File: config.mk
export PLATFORM = sky130hd
export DESIGN_NAME = imm_ext_pipe
export DESIGN_NICKNAME = d
export VERILOG_FILES = /design/src/rtl/imm_ext_pipe.sv
export SDC_FILE = /design/constraint.sdc
export NUM_CORES = 1
export LEC_CHECK = 0
export BUFFER_PORTS_ARGS = -buffer_cell sky130_fd_sc_hd__buf_2
export CAP_MARGIN = 25
export CORE_MARGIN = 1.5
export CORE_UTILIZATION = 40
export CTS_BUF_LIST = sky130_fd_sc_hd__clkbuf_8
export DETAILED_ROUTE_END_ITERATION = 10
export GPL_ROUTABILITY_DRIVEN = 0
export SYNTH_ARGS = -nofsm -noshare
export SYNTH_HDL_FRONTEND = slang
export SYNTH_SLANG_ARGS = --single-unit
File: constraint.sdc
create_clock -name clk -period 3.3 [get_ports clk]
set_input_delay 0.165 -clock clk [delete_from_list [all_inputs] [get_ports clk]]
set_output_delay 0.165 -clock clk [all_outputs]
set_load 0.01 [all_outputs]
File: src/rtl/imm_ext_pipe.sv
`default_nettype none
// ============================================================================
// Module      : imm_ext_pipe
// Description : Immediate extension unit (zero/sign/high/branch-offset forms)
//               with a valid/ready input and a 2-entry output FIFO.
// Revision    : 1.0 - initial release
// ============================================================================
module imm_ext_pipe #(
  parameter int IN_W  = 16,
  parameter int OUT_W = 32
) (
  input  logic             clk,
  input  logic             rst_n,
  input  logic             in_valid,
  output logic             in_ready,
  input  logic [IN_W-1:0]  imm_in,
  input  logic [2:0]       mode,
  output logic             out_valid,
  input  logic             out_ready,
  output logic [OUT_W-1:0] imm_out,
  output logic             mode_err
);

  localparam int c_EXT_W = OUT_W - IN_W;

  localparam logic [2:0] c_MODE_ZERO = 3'd0;
  localparam logic [2:0] c_MODE_SIGN = 3'd1;
  localparam logic [2:0] c_MODE_HIGH = 3'd2;
  localparam logic [2:0] c_MODE_SHL2 = 3'd3;

  // Each entry is {mode_err, value}.
  logic [OUT_W:0]   r_mem [2];
  logic             r_wr_ptr;
  logic             r_rd_ptr;
  logic [1:0]       r_count;

  logic             w_push;
  logic             w_pop;
  logic [OUT_W-1:0] w_sext;
  logic [OUT_W-1:0] w_val;
  logic             w_err;
  logic [OUT_W:0]   w_head;

  assign in_ready  = (r_count != 2'd2);
  assign out_valid = (r_count != 2'd0);
  assign w_push    = in_valid && in_ready;
  assign w_pop     = out_valid && out_ready;

  always_comb begin
    w_sext = {{c_EXT_W{imm_in[IN_W-1]}}, imm_in};
    w_val  = '0;
    w_err  = 1'b0;
    case (mode)
      c_MODE_ZERO: w_val = {{c_EXT_W{1'b0}}, imm_in};
      c_MODE_SIGN: w_val = w_sext;
      c_MODE_HIGH: w_val = {imm_in, {c_EXT_W{1'b0}}};
      c_MODE_SHL2: w_val = w_sext << 2;
      default:     w_err = 1'b1;
    endcase
  end

  for (genvar i = 0; i < 2; i++) begin : g_entry
    always_ff @(posedge clk or negedge rst_n) begin
      if (!rst_n) begin
        r_mem[i] <= '0;
      end else if (w_push && (r_wr_ptr == 1'(i))) begin
        r_mem[i] <= {w_err, w_val};
      end
    end
  end

  always_ff @(posedge clk or negedge rst_n) begin
    if (!rst_n) begin
      r_wr_ptr <= 1'b0;
      r_rd_ptr <= 1'b0;
      r_count  <= 2'd0;
    end else begin
      if (w_push) r_wr_ptr <= ~r_wr_ptr;
      if (w_pop)  r_rd_ptr <= ~r_rd_ptr;
      case ({w_push, w_pop})
        2'b10:   r_count <= r_count + 2'd1;
        2'b01:   r_count <= r_count - 2'd1;
        default: r_count <= r_count;
      endcase
    end
  end

  // When empty the read pointer sits on the slot to be written next, so the
  // most recently stored entry is the other slot; showing it keeps the
  // outputs stable while idle.
  assign w_head   = (r_count == 2'd0) ? r_mem[~r_rd_ptr] : r_mem[r_rd_ptr];
  assign imm_out  = w_head[OUT_W-1:0];
  assign mode_err = w_head[OUT_W];

endmodule
`default_nettype wire

# == Yosys cells after proc, flatten, opt, wreduce, memory -nomap -nowiden ==
# Index checks and enable logic that the tools add are counted.
# classes
reduce_logical,9
n_bitwise,4
eq_ne,6
n_lt_le_gt_ge,2
n_mux,10
addsub,2
# op_table
op,count
33-bit two-way mux,7
32-bit case mux with 4 select lines,1
"3-bit by 2-bit == test with 1-bit output, second input constant",2
"2-bit greater-or-equal comparator, second input constant",2
1-bit logical AND,4
1-bit NOT with 2-bit output,2
2-bit case mux with 2 select lines,1
2-bit nonzero test,2
4-bit OR reduction,1
"3-bit by 1-bit == test with 1-bit output, second input constant",1
3-bit zero test,1
"2-bit by 1-bit adder with 2-bit output, second input constant",1
"2-bit by 1-bit == test with 1-bit output, second input constant",1
"2-bit == test, second input constant",1
2-bit zero test,1
"2-bit inequality test, second input constant",1
1-bit NOT,2
"2-bit by 1-bit subtractor with 2-bit output, second input constant",1
1-bit two-way mux,1
# totals
elab_cells,38
register_bits,70
out_inout_bits,35
in_bits,23

# == Logic depth before layout (Yosys ltp) ==
# Gate-level depths: netlist of the first run.
# depth
depth_word,6
mapped_depth,7
mapped_depth_nobuf,7

# == Worst setup path after synthesis of the first run ==
# No wires, ideal clock.
# synth_timing
path_kind,reg2out
startpoint,register r_count[0]
endpoint,output imm_out[10]
arrival_time_ns,1.440
path_buffers,1
stages_incl_launch_ff,5
setup_slack_ns,1.695
t_required_ns,3.135
path_cell_list,dfrtp_1 > or2_4 > xor2_4 > buf_6 > mux2_4
# synth_between
elab_chain_len,2
# synth_rtl
item,line_no,text
from (decl),35,logic [1:0] r_count;
from (signal assigned),81,2'b10: r_count <= r_count + 2'd1;
from (signal assigned),82,2'b01: r_count <= r_count - 2'd1;
from (signal assigned),83,default: r_count <= r_count;
2-bit zero test,91,assign w_head = (r_count == 2'd0) ? r_mem[~r_rd_ptr] : r_mem[r_rd_ptr];
33-bit two-way mux,91,
to (decl),20,"output logic [OUT_W-1:0] imm_out,"
# No other way between the ends.

# == Worst setup path after layout of the first run ==
# layout_timing
startpoint,register r_count[0]
endpoint,output imm_out[29]
# Same word-level chain as after synthesis.

==> results of run 1 <==
-- cell families after synthesis --
logic type               synth area share [%]
AO/OA/AOI/OAI                           7.126
XOR/XNOR                                1.991
adder cells (fa/ha/maj)                0.3492
buffers and inverters                   3.562
flip-flops                              48.90
multiplexers                            33.95
AND/OR/NAND/NOR                         4.122
-- layout make-up --
type	instances	area share (%)
Clock buffer	11	3.629
Clock inverter	5	1.950
Inverter	1	0.08998
Multi-Input combinational cell	159	40.82
Sequential cell	70	41.99
Tap cell	108	3.239
Timing Repair Buffer	63	8.278
-- metrics by stage --
step	power [uW]	hold WS [ns]	worst slack, ns
global route	4556	0.09702	0.7607
global placement	3519	0.2624	1.211
finish	4293	0.1068	0.8525
CTS	4352	0.08940	0.8192
floorplan	3006	-0.1306	1.695
detailed placement	3540	0.2588	1.199
-- flip-flops by register name (all words and copies together), names as in the netlist --
signal / cells
r_mem: 66
r_count: 2
r_wr_ptr: 1
r_rd_ptr: 1
-- what timing repair did --
item                                   in CTS  in global routing
resized for setup                           0                  0
endpoints found under the hold margin      29                  0
hold buffers                                1                  0
-- metal layers --
metal	routed length, um	GRT usage [%]	share of wire [%]
met1	3515	23.30	47
met2	3540	26.12	47
met3	422	4.460	5.6
met4	68	5.604	0.90
met5	0	0	0
-- power by group --
part           internal, uW  total (uW)  switching, uW
clock                   467         798            331
combinational          1180        2070            892
sequential             1210        1420            211
total                  2860        4290           1430
-- cell usage in the layout, fill, tap and decap left out, types with 2 or more instances in the layout --
cell / n
buf_2: 57
a21o_1: 14
nand2_1: 2
xor2_1: 2
nand2b_1: 2
xnor2_1: 3
a22o_1: 13
a21oi_1: 2
nor2_4: 2
nand3_1: 2
o21ai_0: 2
mux2_2: 63
mux2_4: 30
buf_4: 4
bufinv_16: 2
nor2_1: 3
and3b_1: 3
dfrtp_1: 70
and2_1: 3
mux2_1: 5
clkbuf_8: 11
-- worst min-delay path: stages --
cell and delay, ns:
buf_2 0.12, nand3_1 0.06, o31ai_1 0.07
-- how the worst max path moves through the flow --
stage	end	slack [ns]	cells past startpoint
finish	imm_out[29]	0.85	5
global route	imm_out[27]	0.76	5
CTS	imm_out[11]	0.82	5
detailed placement	imm_out[11]	1.20	5
global placement	imm_out[13]	1.21	5
floorplan	imm_out[10]	1.69	4
==> impl_metrics.env, run 1 <==
export IMPL_outcome="complete, no violations"
export IMPL_fill_cells=791
export IMPL_startpoint="r_count[0]"
export IMPL_slowest_stage="xor2_4"
export IMPL_min_from="in_valid"
export IMPL_num_nets_final=328
export IMPL_fin_crit_sh_pct=74.17
export IMPL_synth_seq_cells=70
export IMPL_worst_pin_slew_ns=0.9323
export IMPL_whs_path_depth=3
export IMPL_synth_main_ff_cell="dfrtp_1"
export IMPL_seq_area_um2=1752
export IMPL_drt_wl_total_um=7546
export IMPL_r2r_cells=4
export IMPL_grt_antenna_before_repair=0
export IMPL_cts_buffer_depth=2
export IMPL_via_per_inst=5.206
export IMPL_die_h_um=97.64
export IMPL_dpl_hpwl_um=5295
export IMPL_synthDistinctLibCells=29
export IMPL_cts_sinks=70
export IMPL_clk_latency_ns=0.34
export IMPL_finalHoldViolations=0
export IMPL_fin_crit_ns=2.448
export IMPL_synth_most_common_cell="dfrtp_1"
export IMPL_synth_top_area_share_pct=48.90
export IMPL_post_cts_repair_setup_buffers=0
export IMPL_start_util_pct=41.28
export IMPL_slew_violations=0
export IMPL_synth_nets=269
export IMPL_place_area_um2=3929
export IMPL_fin_area_um2=4172
export IMPL_synth_seq_area_share_pct=48.90
export IMPL_setup_violations=0
export IMPL_routedWlPerCell_um=18.10
export IMPL_arrival_ns=2.28
export IMPL_synth_edf_count=0
export IMPL_cpPeakStageDelay_ns=0.47
export IMPL_worstPathCellList="or2_4 -> xor2_4 -> buf_12 -> mux2_4 -> buf_2"
export IMPL_cap_violations=0
export IMPL_postSynthCellCount=245
export IMPL_fmax_mhz=408.6
export IMPL_synth_area_um2=3582
export IMPL_drc_errors=0
export IMPL_synth_area_per_cell_um2=14.62
export IMPL_portBuffers=57
export IMPL_critical_path_top_delay_family="XOR/XNOR gates"
export IMPL_area_delta_synth_final_pct=16.45
export IMPL_synth_warning_count=0
export IMPL_clk_pin_slew_worst_paths_ns=0.08
export IMPL_h_tree_depth=3
export IMPL_synth_commonest_cells="dfrtp_1 (70), mux2_2 (63), mux2_4 (30), a21o_1 (14), a22o_1 (13)"
export IMPL_gr_usage_all_layers_pct=16.97
export IMPL_ioPinCount=58
export IMPL_fin_util_pct=48.07
export IMPL_cp_required_ns=3.13
export IMPL_drive_above_1_share_pct=57.61
export IMPL_cp_start_kind="register"
export IMPL_grt_ovfl_total=0
export IMPL_postRouteAntennaNets=0
export IMPL_synth_async_reset_ratio_pct=100.0
export IMPL_cts_made_buffers=9
export IMPL_hold_end="r_mem[16]"
export IMPL_diodes=0
export IMPL_vias=2171
export IMPL_tritoncts="yes"
export IMPL_path_class="register to primary output"
export IMPL_place_inst=400
export IMPL_rows=34
export IMPL_firstDrtPassIters=4
export IMPL_grt_pass1_wl_um=12470
export IMPL_die_w_um=97.64
export IMPL_synthTopCellsByArea="dfrtp_1 (49%), mux2_2 (20%), mux2_4 (13%), a22o_1 (3.2%), a21o_1 (2.9%)"
export IMPL_crit_buf_inv=2
export IMPL_drt_iter0_markers=77
export IMPL_post_synth_top_area_cell="dfrtp_1"
export IMPL_clock_skew_ns=0.01014
export IMPL_worstPathMaxFanout=23
export IMPL_leakagePower_uw=0.002181
export IMPL_max_slew_margin_pct=37.62
export IMPL_timing_rr_start="r_count[0]"
export IMPL_cts_root_buf="clkbuf_8"
export IMPL_die_area_um2=9533
export IMPL_final_cells=417
export IMPL_grt_start_max_net_pins=32
export IMPL_core_um2=8678
export IMPL_rrSetupSlack_ns=1.31
export IMPL_power_density_nw_per_um2=1029
export IMPL_grt_setup_unrepaired="no"
export IMPL_hp_class="primary input to register"
export IMPL_ir_drop_uv=429.4
export IMPL_r2r_end="r_mem[35]"
export IMPL_fin_setup_tns_ns=0
export IMPL_multi_input_area_um2=1703
export IMPL_critPathCaptureType="primary output"
export IMPL_grt_pass1_vias=2331
(Power assumes the default switching activity.)
==> inputs of run 2 (changes only) <==
clock period = 2.4 ns   (was 3.3 ns; I/O delays follow)
==> impl_metrics.env, run 2 (synthesized netlist as in run 1, its figures left out) <==
export IMPL_worstPathMaxFanout=9
export IMPL_slew_violations=0
export IMPL_critPathCaptureType="primary output"
export IMPL_setup_slack_ns=0.3125
export IMPL_die_w_um=97.64
export IMPL_path_class="register to primary output"
export IMPL_reg_largest_list="r_mem (66), r_count (2)"
export IMPL_p_comb_share_pct=50.5
export IMPL_drt_wl_total_um=7384
export IMPL_setup_violations=0
export IMPL_postRouteAntennaNets=0
export IMPL_diodes=0
export IMPL_drc_errors=0
export IMPL_core_um2=8678
export IMPL_grt_antenna_before_repair=0
export IMPL_dp_slack_ns=0.6747
export IMPL_ir_drop_uv=789.0
export IMPL_fin_crit_sh_pct=86.98
export IMPL_h_tree_depth=3
export IMPL_fin_util_pct=47.84
export IMPL_r2r_end="r_count[1]"
export IMPL_grt_setup_unrepaired="no"
export IMPL_ioPinCount=58
export IMPL_routedWlPerCell_um=17.54
export IMPL_whs_path_depth=3
export IMPL_fmax_mhz=479.1
export IMPL_dpl_hpwl_um=5337
export IMPL_leakagePower_uw=0.002188
export IMPL_worst_pin_slew_ns=0.9542
export IMPL_final_common_cell="dfrtp_1"
export IMPL_min_from="in_valid"
export IMPL_via_per_inst=5.276
export IMPL_clk_pin_slew_worst_paths_ns=0.07
export IMPL_max_slew_margin_pct=36.15
export IMPL_tritoncts="yes"
export IMPL_holdBufCountCts=1
export IMPL_largest_reg_flops=66
export IMPL_clock_skew_ns=0.006195
export IMPL_outcome="complete, no violations"
export IMPL_cts_root_buf="clkbuf_8"
export IMPL_cp_start_kind="register"
export IMPL_hp_class="primary input to register"
export IMPL_num_nets_final=332
export IMPL_grt_pass1_vias=2380
export IMPL_p_total_uw=5734
export IMPL_die_area_um2=9533
export IMPL_rrSetupSlack_ns=0.84
export IMPL_swShare_pct=33.92
export IMPL_start_util_pct=41.28
export IMPL_vias=2221
export IMPL_firstDrtPassIters=4
export IMPL_cts_resized=0
export IMPL_grt_ovfl_total=0
export IMPL_whs_ns=0.07841
export IMPL_switchingPower_uw=1945
export IMPL_timing_rr_start="r_count[0]"
export IMPL_drt_iter0_markers=65
export IMPL_clock_power_share_pct=15.5
export IMPL_fin_setup_tns_ns=0
export IMPL_layout_common_cells="dfrtp_1 (70), mux2_2 (63), buf_2 (57), mux2_4 (30), a21o_1 (14)"
export IMPL_grt_pass1_wl_um=12210
export IMPL_p_seq_share_pct=34.0
export IMPL_clk_latency_ns=0.35
export IMPL_rows=34
export IMPL_power_density_nw_per_um2=1381
export IMPL_finalHoldViolations=0
export IMPL_power_internal_uw=3789
export IMPL_hold_end="r_mem[16]"
export IMPL_post_cts_repair_setup_buffers=0
export IMPL_cts_buffer_depth=2
export IMPL_fin_crit_ns=2.087
export IMPL_gr_usage_all_layers_pct=16.77
export IMPL_regMostFlops="r_mem"
export IMPL_portBuffers=57
export IMPL_area_delta_synth_final_pct=15.89
export IMPL_die_h_um=97.64
export IMPL_drive_above_1_share_pct=57.19
export IMPL_cts_sinks=70
export IMPL_grt_start_max_net_pins=27
export IMPL_arrival_ns=1.97
export IMPL_cp_required_ns=2.28
export IMPL_cap_violations=0
export IMPL_r2r_cells=5
export IMPL_cts_made_buffers=9
run 2: worst max-delay path by stage:
stage	startpoint	endpoint
6_report	r_count[0]	imm_out[0]
5_1_grt	r_count[0]	imm_out[0]
4_1_cts	r_count[0]	imm_out[0]
3_5_place_dp	r_count[0]	imm_out[0]
3_3_place_gp	r_count[0]	imm_out[0]
2_1_floorplan	r_count[0]	imm_out[10]
run 2: metrics by stage:
step,instances,cell area [um^2]
6_report,421,4151
5_1_grt,421,4151
4_1_cts,421,4151
3_5_place_dp,404,3959
3_3_place_gp,404,3959
2_1_floorplan,245,3582
run 2: worst max-delay path: stages (launching register included):
cell and delay, ns:
dfrtp_1 0.42, or2_4 0.30, xor2_4 0.17, buf_4 0.24, mux2_2 0.36, buf_2 0.14
run 2: per-layer routing:
metal  vias to the layer above  track usage, %  share of wire [%]
li1                       1014               -                  -
met5                         -               0                  0
met1                      1133           21.23                 46
met3                        14           6.043                5.6
met2                        60           26.12                 46
met4                         0           6.703                2.1
run 2: power groups by stage:
stage | clock network, uW | registers (uW) | logic [uW]
3_3_place_gp | 0 | 1960 | 2910
4_1_cts | 919 | 1950 | 2950
5_1_grt | 983 | 2020 | 3120
3_5_place_dp | 0 | 1980 | 2940
2_1_floorplan | 0 | 1880 | 2250
6_report | 890 | 1950 | 2890
run 2: layout make-up:
class / instances / area [um^2]
clock buffers: 9 / 123.9
multi-input cells: 159 / 1703
flip-flops and latches: 70 / 1752
repair buffers: 67 / 375.4
inverters: 1 / 3.754
clock inverters: 7 / 58.81
fillers: 798 / 4527
well taps: 108 / 135.1
